`src/rtl/alu16_pkg.sv`:
```
// Shared definitions for the ALU execution controller.
// Holds the default datapath/address widths, the controller state type,
// and the ALU select codes.
package alu16_pkg;

    localparam int DATA_W_DEF = 16;
    localparam int ADDR_W_DEF = 3;

    typedef enum logic [1:0] {
        IDLE = 2'd0,
        EXEC = 2'd1,
        WB   = 2'd2
    } state_e;

    localparam logic [3:0] OP_ADD  = 4'b0000;
    localparam logic [3:0] OP_SUB  = 4'b0001;
    localparam logic [3:0] OP_AND  = 4'b0010;
    localparam logic [3:0] OP_OR   = 4'b0011;
    localparam logic [3:0] OP_XOR  = 4'b0100;
    localparam logic [3:0] OP_NOR  = 4'b0101;
    localparam logic [3:0] OP_NAND = 4'b0110;
    localparam logic [3:0] OP_XNOR = 4'b0111;
    localparam logic [3:0] OP_SHL  = 4'b1000;
    localparam logic [3:0] OP_SHR  = 4'b1001;
    localparam logic [3:0] OP_ASHL = 4'b1010;
    localparam logic [3:0] OP_ASHR = 4'b1011;

endpackage

```
`src/rtl/alu16_exec_ctrl_if.sv`:
```
// Instruction / result handshake bundle for alu16_exec_ctrl.
// master: instruction source and result consumer.
// slave : the execution controller.
//   instr_valid/instr_ready  instruction handshake
//   instr_op/rd/rs1/rs2      instruction fields
//   res_valid                one-cycle write-back pulse
//   res_data/res_rd          last written result and its destination
//   zero_flag                Zero of the last completed instruction
interface alu16_exec_ctrl_if
    import alu16_pkg::*;
#(
    parameter int DATA_W = DATA_W_DEF,
    parameter int ADDR_W = ADDR_W_DEF
);
    logic              instr_valid;
    logic              instr_ready;
    logic [3:0]        instr_op;
    logic [ADDR_W-1:0] instr_rd;
    logic [ADDR_W-1:0] instr_rs1;
    logic [ADDR_W-1:0] instr_rs2;
    logic              res_valid;
    logic [DATA_W-1:0] res_data;
    logic [ADDR_W-1:0] res_rd;
    logic              zero_flag;

    modport master (
        output instr_valid, instr_op, instr_rd, instr_rs1, instr_rs2,
        input  instr_ready, res_valid, res_data, res_rd, zero_flag
    );

    modport slave (
        input  instr_valid, instr_op, instr_rd, instr_rs1, instr_rs2,
        output instr_ready, res_valid, res_data, res_rd, zero_flag
    );
endinterface

```
`src/rtl/alu16_regfile.sv`:
```
// 2**ADDR_W x DATA_W register file: two asynchronous read ports, one
// synchronous write port. Write-back has priority over an external write.
//   clk, rst_n          clock, async active-low reset (clears all entries)
//   rd1_*, rd2_*        asynchronous read ports
//   wb_we/addr/data     write-back port
//   ext_we/addr/data    external preload port
module alu16_regfile #(
    parameter int DATA_W = 16,
    parameter int ADDR_W = 3
) (
    input  logic              clk,
    input  logic              rst_n,
    input  logic [ADDR_W-1:0] rd1_addr,
    output logic [DATA_W-1:0] rd1_data,
    input  logic [ADDR_W-1:0] rd2_addr,
    output logic [DATA_W-1:0] rd2_data,
    input  logic              wb_we,
    input  logic [ADDR_W-1:0] wb_addr,
    input  logic [DATA_W-1:0] wb_data,
    input  logic              ext_we,
    input  logic [ADDR_W-1:0] ext_addr,
    input  logic [DATA_W-1:0] ext_data
);
    localparam int DEPTH = 1 << ADDR_W;

    logic [DATA_W-1:0] mem_q [DEPTH];
    logic [DATA_W-1:0] mem_d [DEPTH];

    assign rd1_data = mem_q[rd1_addr];
    assign rd2_data = mem_q[rd2_addr];

    always_comb begin
        mem_d = mem_q;
        if (wb_we) begin
            mem_d[wb_addr] = wb_data;
        end else if (ext_we) begin
            mem_d[ext_addr] = ext_data;
        end
    end

    always_ff @(posedge clk or negedge rst_n) begin
        if (!rst_n) begin
            for (int i = 0; i < DEPTH; i++) begin
                mem_q[i] <= '0;
            end
        end else begin
            mem_q <= mem_d;
        end
    end
endmodule

```
`src/rtl/alu16_exec_ctrl.sv`:
```
// Sequencing stage around the external 16-bit ALU: accepts one
// register-register instruction at a time, drives the ALU operands from the
// internal register file, captures the result and writes it back.
//   clk, rst_n              clock, async active-low reset
//   bus (slave)             instruction handshake and result publication
//   ext_we/addr/data        register-file preload, honoured only in IDLE
//   alu_a/alu_b/alu_sel     registered ALU inputs
//   alu_out/alu_zero        ALU result inputs
//   busy                    high whenever not IDLE
//
// state | meaning
// IDLE  | ready; accept registers operands, op and rd
// EXEC  | ALU inputs stable; result and Zero captured at the edge
// WB    | res_valid high; result written to rf[rd], zero_flag updated
module alu16_exec_ctrl
    import alu16_pkg::*;
#(
    parameter int DATA_W = DATA_W_DEF,
    parameter int ADDR_W = ADDR_W_DEF
) (
    input  logic                 clk,
    input  logic                 rst_n,
    alu16_exec_ctrl_if.slave     bus,
    input  logic                 ext_we,
    input  logic [ADDR_W-1:0]    ext_addr,
    input  logic [DATA_W-1:0]    ext_data,
    output logic [DATA_W-1:0]    alu_a,
    output logic [DATA_W-1:0]    alu_b,
    output logic [3:0]           alu_sel,
    input  logic [DATA_W-1:0]    alu_out,
    input  logic                 alu_zero,
    output logic                 busy
);
    state_e            state_q, state_d;
    logic [DATA_W-1:0] alu_a_q, alu_a_d;
    logic [DATA_W-1:0] alu_b_q, alu_b_d;
    logic [3:0]        alu_sel_q, alu_sel_d;
    logic [ADDR_W-1:0] rd_q, rd_d;
    logic [DATA_W-1:0] res_data_q, res_data_d;
    logic [ADDR_W-1:0] res_rd_q, res_rd_d;
    logic              zero_int_q, zero_int_d;
    logic              zero_flag_q, zero_flag_d;
    logic              res_valid_q, res_valid_d;

    logic [DATA_W-1:0] rf_rd1, rf_rd2;
    logic              wb_we;
    logic              ext_we_idle;

    assign wb_we       = (state_q == WB);
    assign ext_we_idle = ext_we && (state_q == IDLE);

    // Operand reads are taken from the pre-write array, so an ext write in the
    // accept cycle is not bypassed into the operands.
    alu16_regfile #(
        .DATA_W (DATA_W),
        .ADDR_W (ADDR_W)
    ) u_rf (
        .clk      (clk),
        .rst_n    (rst_n),
        .rd1_addr (bus.instr_rs1),
        .rd1_data (rf_rd1),
        .rd2_addr (bus.instr_rs2),
        .rd2_data (rf_rd2),
        .wb_we    (wb_we),
        .wb_addr  (res_rd_q),
        .wb_data  (res_data_q),
        .ext_we   (ext_we_idle),
        .ext_addr (ext_addr),
        .ext_data (ext_data)
    );

    always_comb begin
        state_d     = state_q;
        alu_a_d     = alu_a_q;
        alu_b_d     = alu_b_q;
        alu_sel_d   = alu_sel_q;
        rd_d        = rd_q;
        res_data_d  = res_data_q;
        res_rd_d    = res_rd_q;
        zero_int_d  = zero_int_q;
        zero_flag_d = zero_flag_q;
        res_valid_d = 1'b0;
        case (state_q)
            IDLE: begin
                if (bus.instr_valid) begin
                    alu_a_d   = rf_rd1;
                    alu_b_d   = rf_rd2;
                    alu_sel_d = bus.instr_op;
                    rd_d      = bus.instr_rd;
                    state_d   = EXEC;
                end
            end
            EXEC: begin
                res_data_d  = alu_out;
                zero_int_d  = alu_zero;
                res_rd_d    = rd_q;
                res_valid_d = 1'b1;
                state_d     = WB;
            end
            WB: begin
                zero_flag_d = zero_int_q;
                state_d     = IDLE;
            end
            default: state_d = IDLE;
        endcase
    end

    always_ff @(posedge clk or negedge rst_n) begin
        if (!rst_n) begin
            state_q     <= IDLE;
            alu_a_q     <= '0;
            alu_b_q     <= '0;
            alu_sel_q   <= '0;
            rd_q        <= '0;
            res_data_q  <= '0;
            res_rd_q    <= '0;
            zero_int_q  <= 1'b0;
            zero_flag_q <= 1'b0;
            res_valid_q <= 1'b0;
        end else begin
            state_q     <= state_d;
            alu_a_q     <= alu_a_d;
            alu_b_q     <= alu_b_d;
            alu_sel_q   <= alu_sel_d;
            rd_q        <= rd_d;
            res_data_q  <= res_data_d;
            res_rd_q    <= res_rd_d;
            zero_int_q  <= zero_int_d;
            zero_flag_q <= zero_flag_d;
            res_valid_q <= res_valid_d;
        end
    end

    assign bus.instr_ready = (state_q == IDLE);
    assign bus.res_valid   = res_valid_q;
    assign bus.res_data    = res_data_q;
    assign bus.res_rd      = res_rd_q;
    assign bus.zero_flag   = zero_flag_q;
    assign busy            = (state_q != IDLE);
    assign alu_a           = alu_a_q;
    assign alu_b           = alu_b_q;
    assign alu_sel         = alu_sel_q;
endmodule

```
`src/flat_wrapper.sv`:
```
// flat-port wrapper written by rule: the top's interface ports become plain ports
module alu16_exec_ctrl_flat import alu16_pkg::*;
#(
    parameter int DATA_W = DATA_W_DEF,
    parameter int ADDR_W = ADDR_W_DEF
)
  (clk, rst_n, ext_we, ext_addr, ext_data, alu_a, alu_b, alu_sel, alu_out, alu_zero, busy, bus_instr_valid, bus_instr_op, bus_instr_rd, bus_instr_rs1, bus_instr_rs2, bus_instr_ready, bus_res_valid, bus_res_data, bus_res_rd, bus_zero_flag);
  alu16_exec_ctrl_if #(.DATA_W(DATA_W), .ADDR_W(ADDR_W)) bus_i ();
  input  logic clk;
  input  logic rst_n;
  input  logic ext_we;
  input  logic [ADDR_W-1:0] ext_addr;
  input  logic [DATA_W-1:0] ext_data;
  output logic [DATA_W-1:0] alu_a;
  output logic [DATA_W-1:0] alu_b;
  output logic [3:0] alu_sel;
  input  logic [DATA_W-1:0] alu_out;
  input  logic alu_zero;
  output logic busy;
  input wire logic [$bits(bus_i.instr_valid)-1:0] bus_instr_valid;
  input wire logic [$bits(bus_i.instr_op)-1:0] bus_instr_op;
  input wire logic [$bits(bus_i.instr_rd)-1:0] bus_instr_rd;
  input wire logic [$bits(bus_i.instr_rs1)-1:0] bus_instr_rs1;
  input wire logic [$bits(bus_i.instr_rs2)-1:0] bus_instr_rs2;
  output wire logic [$bits(bus_i.instr_ready)-1:0] bus_instr_ready;
  output wire logic [$bits(bus_i.res_valid)-1:0] bus_res_valid;
  output wire logic [$bits(bus_i.res_data)-1:0] bus_res_data;
  output wire logic [$bits(bus_i.res_rd)-1:0] bus_res_rd;
  output wire logic [$bits(bus_i.zero_flag)-1:0] bus_zero_flag;
  assign bus_i.instr_valid = bus_instr_valid;
  assign bus_i.instr_op = bus_instr_op;
  assign bus_i.instr_rd = bus_instr_rd;
  assign bus_i.instr_rs1 = bus_instr_rs1;
  assign bus_i.instr_rs2 = bus_instr_rs2;
  assign bus_instr_ready = bus_i.instr_ready;
  assign bus_res_valid = bus_i.res_valid;
  assign bus_res_data = bus_i.res_data;
  assign bus_res_rd = bus_i.res_rd;
  assign bus_zero_flag = bus_i.zero_flag;
  alu16_exec_ctrl #(.DATA_W(DATA_W), .ADDR_W(ADDR_W)) u_core (.clk(clk), .rst_n(rst_n), .bus(bus_i), .ext_we(ext_we), .ext_addr(ext_addr), .ext_data(ext_data), .alu_a(alu_a), .alu_b(alu_b), .alu_sel(alu_sel), .alu_out(alu_out), .alu_zero(alu_zero), .busy(busy));
endmodule
```
`config.mk`:
```
export PLATFORM = sky130hd
export DESIGN_NAME = alu16_exec_ctrl_flat
export DESIGN_NICKNAME = d
export VERILOG_FILES = /design/src/rtl/alu16_pkg.sv /design/src/rtl/alu16_exec_ctrl_if.sv /design/src/rtl/alu16_regfile.sv /design/src/rtl/alu16_exec_ctrl.sv /design/src/flat_wrapper.sv
export SDC_FILE = /design/constraint.sdc
export NUM_CORES = 1
export LEC_CHECK = 0
export ABC_CLOCK_PERIOD_IN_PS = 1500
export CAP_MARGIN = 20
export CORE_UTILIZATION = 40
export CTS_CLUSTER_SIZE = 30
export DETAILED_ROUTE_END_ITERATION = 7
export GPL_TIMING_DRIVEN = 0
export HOLD_SLACK_MARGIN = 0.12
export PLACE_DENSITY = 0.7
export REMOVE_ABC_BUFFERS = 1
export SYNTH_ARGS = -nofsm -noshare
export SYNTH_HDL_FRONTEND = slang
export SYNTH_SLANG_ARGS = --single-unit
```
`constraint.sdc`:
```
create_clock -name clk -period 1.5 [get_ports clk]
set_input_delay 0.15 -clock clk [delete_from_list [all_inputs] [get_ports clk]]
set_output_delay 0.15 -clock clk [all_outputs]
set_load 0.02 [all_outputs]
```
Yosys cells after proc, flatten, opt, wreduce, memory -nomap -nowiden
Index checks and enable logic that the tools add are counted.
Word-level totals
  bits in registers: 191
  input bits: 53
  output and inout bits: 59
  word-level logic and storage cells: 55
Cells by class
  order comparisons: 6
  eq/ne operators: 3
  multiplexer cells: 17
  bitwise gates (word level): 4
  reductions and logical operators: 7
Operators by type and width (count)
  128-bit bitwise mux: 2
  128-bit 2-to-1 mux: 2
  16-bit binary-select mux with 3-bit select: 2
  16-bit demux with 3-bit select: 2
  16-bit 2-to-1 mux: 6
  4-bit greater-or-equal comparator, second input constant: 4
  3-bit inverter with 4-bit output: 4
  4-bit by 1-bit < comparator with 1-bit output, second input constant: 2
  2-bit case mux with 2 select lines: 1
  2-bit nonzero test: 2
  1-bit logical AND: 3
  2-bit by 1-bit equality test with 1-bit output, second input constant: 1
  2-bit equality test, second input constant: 1
  2-bit logical NOT: 1
  2-bit 2-to-1 mux: 1
  2-bit != test, second input constant: 1
  2-bit AND reduction: 1
  1-bit 2-to-1 mux: 1

Depth between registers and ports, before layout
  word-level depth: 8
  gate-level depth with buffers: 7
  depth with buffers taken out: 4

Cells and area by module
From an unflattened synthesis, not the netlist that was laid out.
Unflattened totals
  cell total of the unflattened synthesis: 735
  area total of the unflattened synthesis: 10137.2 µm²
Modules (own cells, without submodules)
  alu16_regfile: times used 1, cells an instance 598, area each 7772.5 µm², seq. area each 3203.1 µm²
  alu16_exec_ctrl: times used 1, cells an instance 137, area each 2364.8 µm², seq. area each 1576.5 µm²

Least setup slack after synthesis
No wires, ideal clock.
  path kind: register to register
  start: register u_core.state_q[0]
  end: register u_core.u_rf.mem_q[10] (netlist bit)
  library setup time: 79 ps
  arrival time: 1722 ps
  data required time: 1421 ps
  path slack: -301 ps
  stages on the path, launching flop included: 7
  path buffers: 2
  clock period less this slack: 1801 ps
  cells stage by stage: dfrtp_1 buf_2 nor2_1 nand4_1 nand2_2 buf_4 a2bb2oi_1
On the way
  word-level cells in the longest chain between the ends: 3
  elaborated cells on any way between the ends: 5
  classes of those cells: eq/ne (1); mux (1); reduce/logical (3)
RTL lines
  start, declared: RTL line alu16_exec_ctrl.sv:34  | state_e state_q, state_d;
  start signal, assigned: RTL line alu16_exec_ctrl.sv:121  | state_q <= state_d;
  2-bit logical NOT
  via bus_instr_ready: RTL line flat_wrapper.sv:25  | output wire logic [$bits(bus_i.instr_ready)-1:0] bus_instr_ready;
  1-bit logical AND: RTL line alu16_exec_ctrl.sv:50  | assign ext_we_idle = ext_we && (state_q == IDLE);
  2-bit nonzero test (no line)
  end signal, assigned: RTL line alu16_regfile.sv:47  | mem_q <= mem_d;
  end, declared: RTL line alu16_regfile.sv:26  | logic [DATA_W-1:0] mem_q [DEPTH];
The timed path passes the listed nets, and every way through them passes these cells.
A chain may end at the register's enable or synchronous reset.

Worst setup path in the final report
  start: register u_core.state_q[0]
  end: register u_core.u_rf.mem_q[68] (netlist bit)
On the way
  word-level cells in the longest chain between the ends: 3
  elaborated cells on any way between the ends: 5
  classes of those cells: eq/ne (1); mux (1); reduce/logical (3)
RTL lines (RTL line)
  2-bit logical NOT: alu16_exec_ctrl.sv:50
  1-bit logical AND: alu16_exec_ctrl.sv:50
  2-bit nonzero test (no line)
Parallel ways exist; a longest one is shown, timed or not.

==> flow_summary_export.csv <==
group,metric,value,unit
placed_design,place.gp.congestion,0.8206,
floorplan,io_pins,112,
timing,fin_setup_tns,-45100,ps
outcome,status,"finished, violations left",
power_and_ir_drop,comb_power_share,0.435,
cells_and_area,seq_area,4806,um2
timing,grt_setup_unrepaired,"true",
routing,dr_total_vias,11430,
synthesis,syn_inst,1097,
placed_design,io_buffers,111,
routing,routed_wl,50.61,mm
power_and_ir_drop,switchingPower,11.12,mW
worst_setup_path,crit_fanout,16,
cells_and_area,diodes,0,
outcome,violations,"setup timing",
timing,fin_ws,-554.1,ps
worst_setup_path,rrSetupSlack,-550,ps
clock_network,cts_root_buffer,"clkbuf_16",
worst_setup_path,critPathMaxStageDelay,440,ps
timing,maxSlewHeadroom,0.3140,
synthesis,yosysTopAreaCellShare,0.4568,
timing,clock.fmax,486.8,MHz
clock_network,clockBufferDepth,2,
floorplan,die_x,163.7,um
placed_design,hpwl,20.92,mm
power_and_ir_drop,p_per_area,1678,nW/um2
worst_setup_path,r2r_cells,8,
synthesis,synth_largest_area_cell,"dfrtp_1",
floorplan,rows,58,
worst_setup_path,cp_top_family,"simple AND/OR/NAND/NOR gates",
worst_setup_path,worstPathRequired,1870,ps
worst_setup_path,crit_buf_inv,4,
worst_setup_path,r2r-start,"u_core.state_q[0]$_DFFE_PN0P_",
placed_design,pre_cts_ws,-2254,ps
synthesis,postSynthAreaPerCell,9.537,um2
synthesis,syn-cell-area,10460,um2
floorplan,dieHeight,163.7,um
worst_setup_path,crit_chain,"buf_6 -> buf_4 -> nor2b_4 -> nor3b_4 -> buf_6 -> buf_16 -> nand3_1 -> a2bb2oi_2",
clock_network,htree_levels,4,
timing,drv_slew,0,
grt,grt_pass1_vias,10940,
synthesis,ys_ff_latch,191,
routing,vias_per_cell,7.039,
timing,fin_skew,14.87,ps
timing,worst_slew_pin_slew,1026,ps
floorplan,core_area,25400,um2
synthesis,synth.area.top_cells,"dfrtp_1, mux2i_1, o21ai_0, a2bb2oi_1, nand2_1",
clock_network,insertion_delay,460,ps
clock_network,cts_tree,"done",
power_and_ir_drop,switching_share,0.4110,
min_path,hold_class,"input port to async pin",
synthesis,ys_types,31,
routing,drt-wirelength-per-cell,31.17,um
power_and_ir_drop,clockPowerShare,0.163,
worst_setup_path,crit_slowest_cell,"dfrtp_2",
worst_setup_path,crit_cells,8,
cells_and_area,nets,1334,
floorplan,die_area,26810,um2
routing,final_antenna_net_count,0,
timing,period_needed,2054,ps
worst_setup_path,cp-end-kind,"register",
power_and_ir_drop,seqPwrFrac,0.401,
clock_network,cts_buffers,17,
grt,groute.usage.overall,0.3499,
synthesis,yosysSeqAreaShare,0.4568,
grt,grt_max_degree,115,
worst_setup_path,critPathKind,"register to register",
worst_setup_path,cp.arrival,2420,ps
grt,antenna_found_initial,0,
worst_setup_path,r2r_end,"u_core.u_rf.mem_q[68]$_DFFE_PN0P_",
power_and_ir_drop,p_int,15.93,mW
cells_and_area,multiInputGateArea,7282,um2
worst_setup_path,crit_path_start_kind,"register",
cells_and_area,final_layout_size_suffix_gt1_frac,0.4011,
floorplan,initial_core_util,0.4119,
routing,drc_errors,0,
worst_setup_path,critPathMostFrequentCell,"buf_6",
timing,setup_viol_count_final,188,
cells_and_area,syn2layout_area_growth,54.04,%
synthesis,yosysWarnings,0,
timing,hold_violations,0,
timing,period_share,1.369,
clock_network,numClockSinks,191,
cells_and_area,fill_cells,1822,
grt,grt_pass1_wl,68.41,mm
power_and_ir_drop,max-vdd-ir-drop,0.0009432,V
clock_network,clk_pin_slew,80,ps
job,cap_violations,0,
routing,drtIter0Drc,1802,
routing,firstDrtPassIters,7,
power_and_ir_drop,cellLeakagePower,7.132,nW
grt,gr-total-overflow,0,
## worst reg2reg max path, cell delays in order (launching register included)
cell	delay (ps)
dfrtp_2	440
buf_6	140
buf_4	120
nor2b_4	70
nor3b_4	320
buf_6	170
buf_16	150
nand3_1	290
a2bb2oi_2	280
## kinds of logic after synthesis
group / count (synthesis) / share of synthesized area
flip-flops: 191 / 0.4568
buffers and inverters: 91 / 0.04078
AO/OA/AOI/OAI: 352 / 0.2156
AND/OR/NAND/NOR: 307 / 0.1342
multiplexers: 156 / 0.1526
## worst max-delay path by stage
stage / startpoint / slack, ps / endpoint
after floorplan: u_core.state_q[0]$_DFFE_PN0P_ / -1060 / u_core.alu_sel[0]$_DFFE_PN0P_
after global placement: rst_n / -8070 / u_core.u_rf.mem_q[51]$_DFFE_PN0P_
after detailed placement: u_core.state_q[1]$_DFFE_PN0P_ / -2250 / u_core.u_rf.mem_q[47]$_DFFE_PN0P_
after CTS: u_core.state_q[1]$_DFFE_PN0P_ / -230 / u_core.u_rf.mem_q[24]$_DFFE_PN0P_
after global routing: u_core.state_q[0]$_DFFE_PN0P_ / -530 / u_core.u_rf.mem_q[68]$_DFFE_PN0P_
final: u_core.state_q[0]$_DFFE_PN0P_ / -550 / u_core.u_rf.mem_q[68]$_DFFE_PN0P_
## layout make-up
| cell class | count | area share |
|---|---|---|
| clock buffers | 22 | 0.02942 |
| clock inverters | 10 | 0.003959 |
| inverters | 2 | 0.0004658 |
| multi-input cells | 828 | 0.4518 |
| flip-flops and latches | 191 | 0.2982 |
| well taps | 330 | 0.02562 |
| repair buffers | 241 | 0.1905 |
## cell usage in the layout, fill, tap and decap left out, types with 13 or more instances in the layout
master / n
clkbuf_16: 24
clkdlybuf4s50_1: 46
nand3_1: 67
o21ai_2: 59
o21ai_1: 55
nand2_8: 20
dlygate4sd2_1: 19
o21ai_0: 32
mux2i_1: 128
nor2b_1: 17
nor2_4: 46
buf_4: 35
buf_6: 43
buf_12: 31
dfrtp_2: 21
a2bb2oi_2: 69
a21oi_2: 38
dfrtp_1: 170
nand2_1: 111
a22oi_1: 64
dlymetal6s2s_1: 39
mux2_2: 18
nand2_4: 13
## state kept, by name, summed over array words and instances (netlist names)
register / cells
u_core.bus.res_rd: 3
u_core.bus.res_valid: 1
u_core.rd_q: 3
u_core.bus.res_data: 16
u_core.alu_sel: 4
u_core.state_q: 2
u_core.u_rf.mem_q: 128
u_core.alu_a: 16
u_core.zero_int_q: 1
u_core.alu_b: 16
u_core.bus.zero_flag: 1
## metrics by stage
stage | cells | instance area [um2] | utilization | hold slack (ps) | total power [mW]
2_1_floorplan | 1008 | 10040 | - | -145.6 | 14.25
3_3_place_gp | 1449 | 11570 | 0.4554 | 463.9 | 17.32
3_5_place_dp | 1464 | 11910 | 0.4689 | 175.6 | 17.73
4_1_cts | 1590 | 14560 | 0.5733 | 262.2 | 24.02
5_1_grt | 1624 | 16120 | 0.6345 | 287.6 | 27.97
6_report | 1624 | 16120 | 0.6345 | 233.5 | 27.05
## routing by layer
metal	vias to the layer above	part of all wire	GRT usage
met3	382	0.15	0.1412
met2	1098	0.42	0.5158
met1	5526	0.34	0.4243
li1	4423	-	-
met4	2	0.087	0.2201
met5	-	0.00087	0
## power groups by stage
stage,Clock (mW),Combinational [mW],Sequential (mW)
finish,4.42,11.8,10.9
global route,4.61,12.3,11.0
CTS,4.33,9.52,10.2
detailed placement,0,7.87,9.87
global placement,0,7.60,9.73
floorplan,0,4.29,9.96
## timing repair
item | 4_1_cts | 5_1_grt
hold buffers | 1 | 0
gates resized for setup | 345 | 334
pin swaps | 26 | 50
gates cloned | 15 | 12
endpoints found under the hold margin | 77 | 0
buffers inserted | 78 | 29
endpoints found under the setup margin | 248 | 237
## cell usage after synthesis
| library cell | number |
|---|---|
| a2bb2oi_1 | 77 |
| a21oi_1 | 45 |
| mux2_2 | 28 |
| a2bb2oi_2 | 3 |
| nand2_1 | 140 |
| nand4_1 | 2 |
| inv_1 | 2 |
| o21ai_1 | 6 |
| nor2_1 | 53 |
| and2_1 | 4 |
| nor4_1 | 1 |
| clkbuf_1 | 50 |
| nor3b_4 | 1 |
| nor4b_1 | 1 |
| nor4b_2 | 1 |
| nand4b_2 | 1 |
| buf_2 | 29 |
| o21ai_0 | 151 |
| nor3b_2 | 2 |
| a22oi_1 | 64 |
| a31oi_1 | 3 |
| mux2i_1 | 128 |
| nor2b_1 | 25 |
| buf_4 | 7 |
| dfrtp_1 | 191 |
| buf_6 | 3 |
| nor3_2 | 1 |
| nand2_2 | 4 |
| nand3b_2 | 1 |
| a22o_1 | 3 |
| nand3_1 | 70 |
No activity file was read; power rests on OpenSTA's default activity.
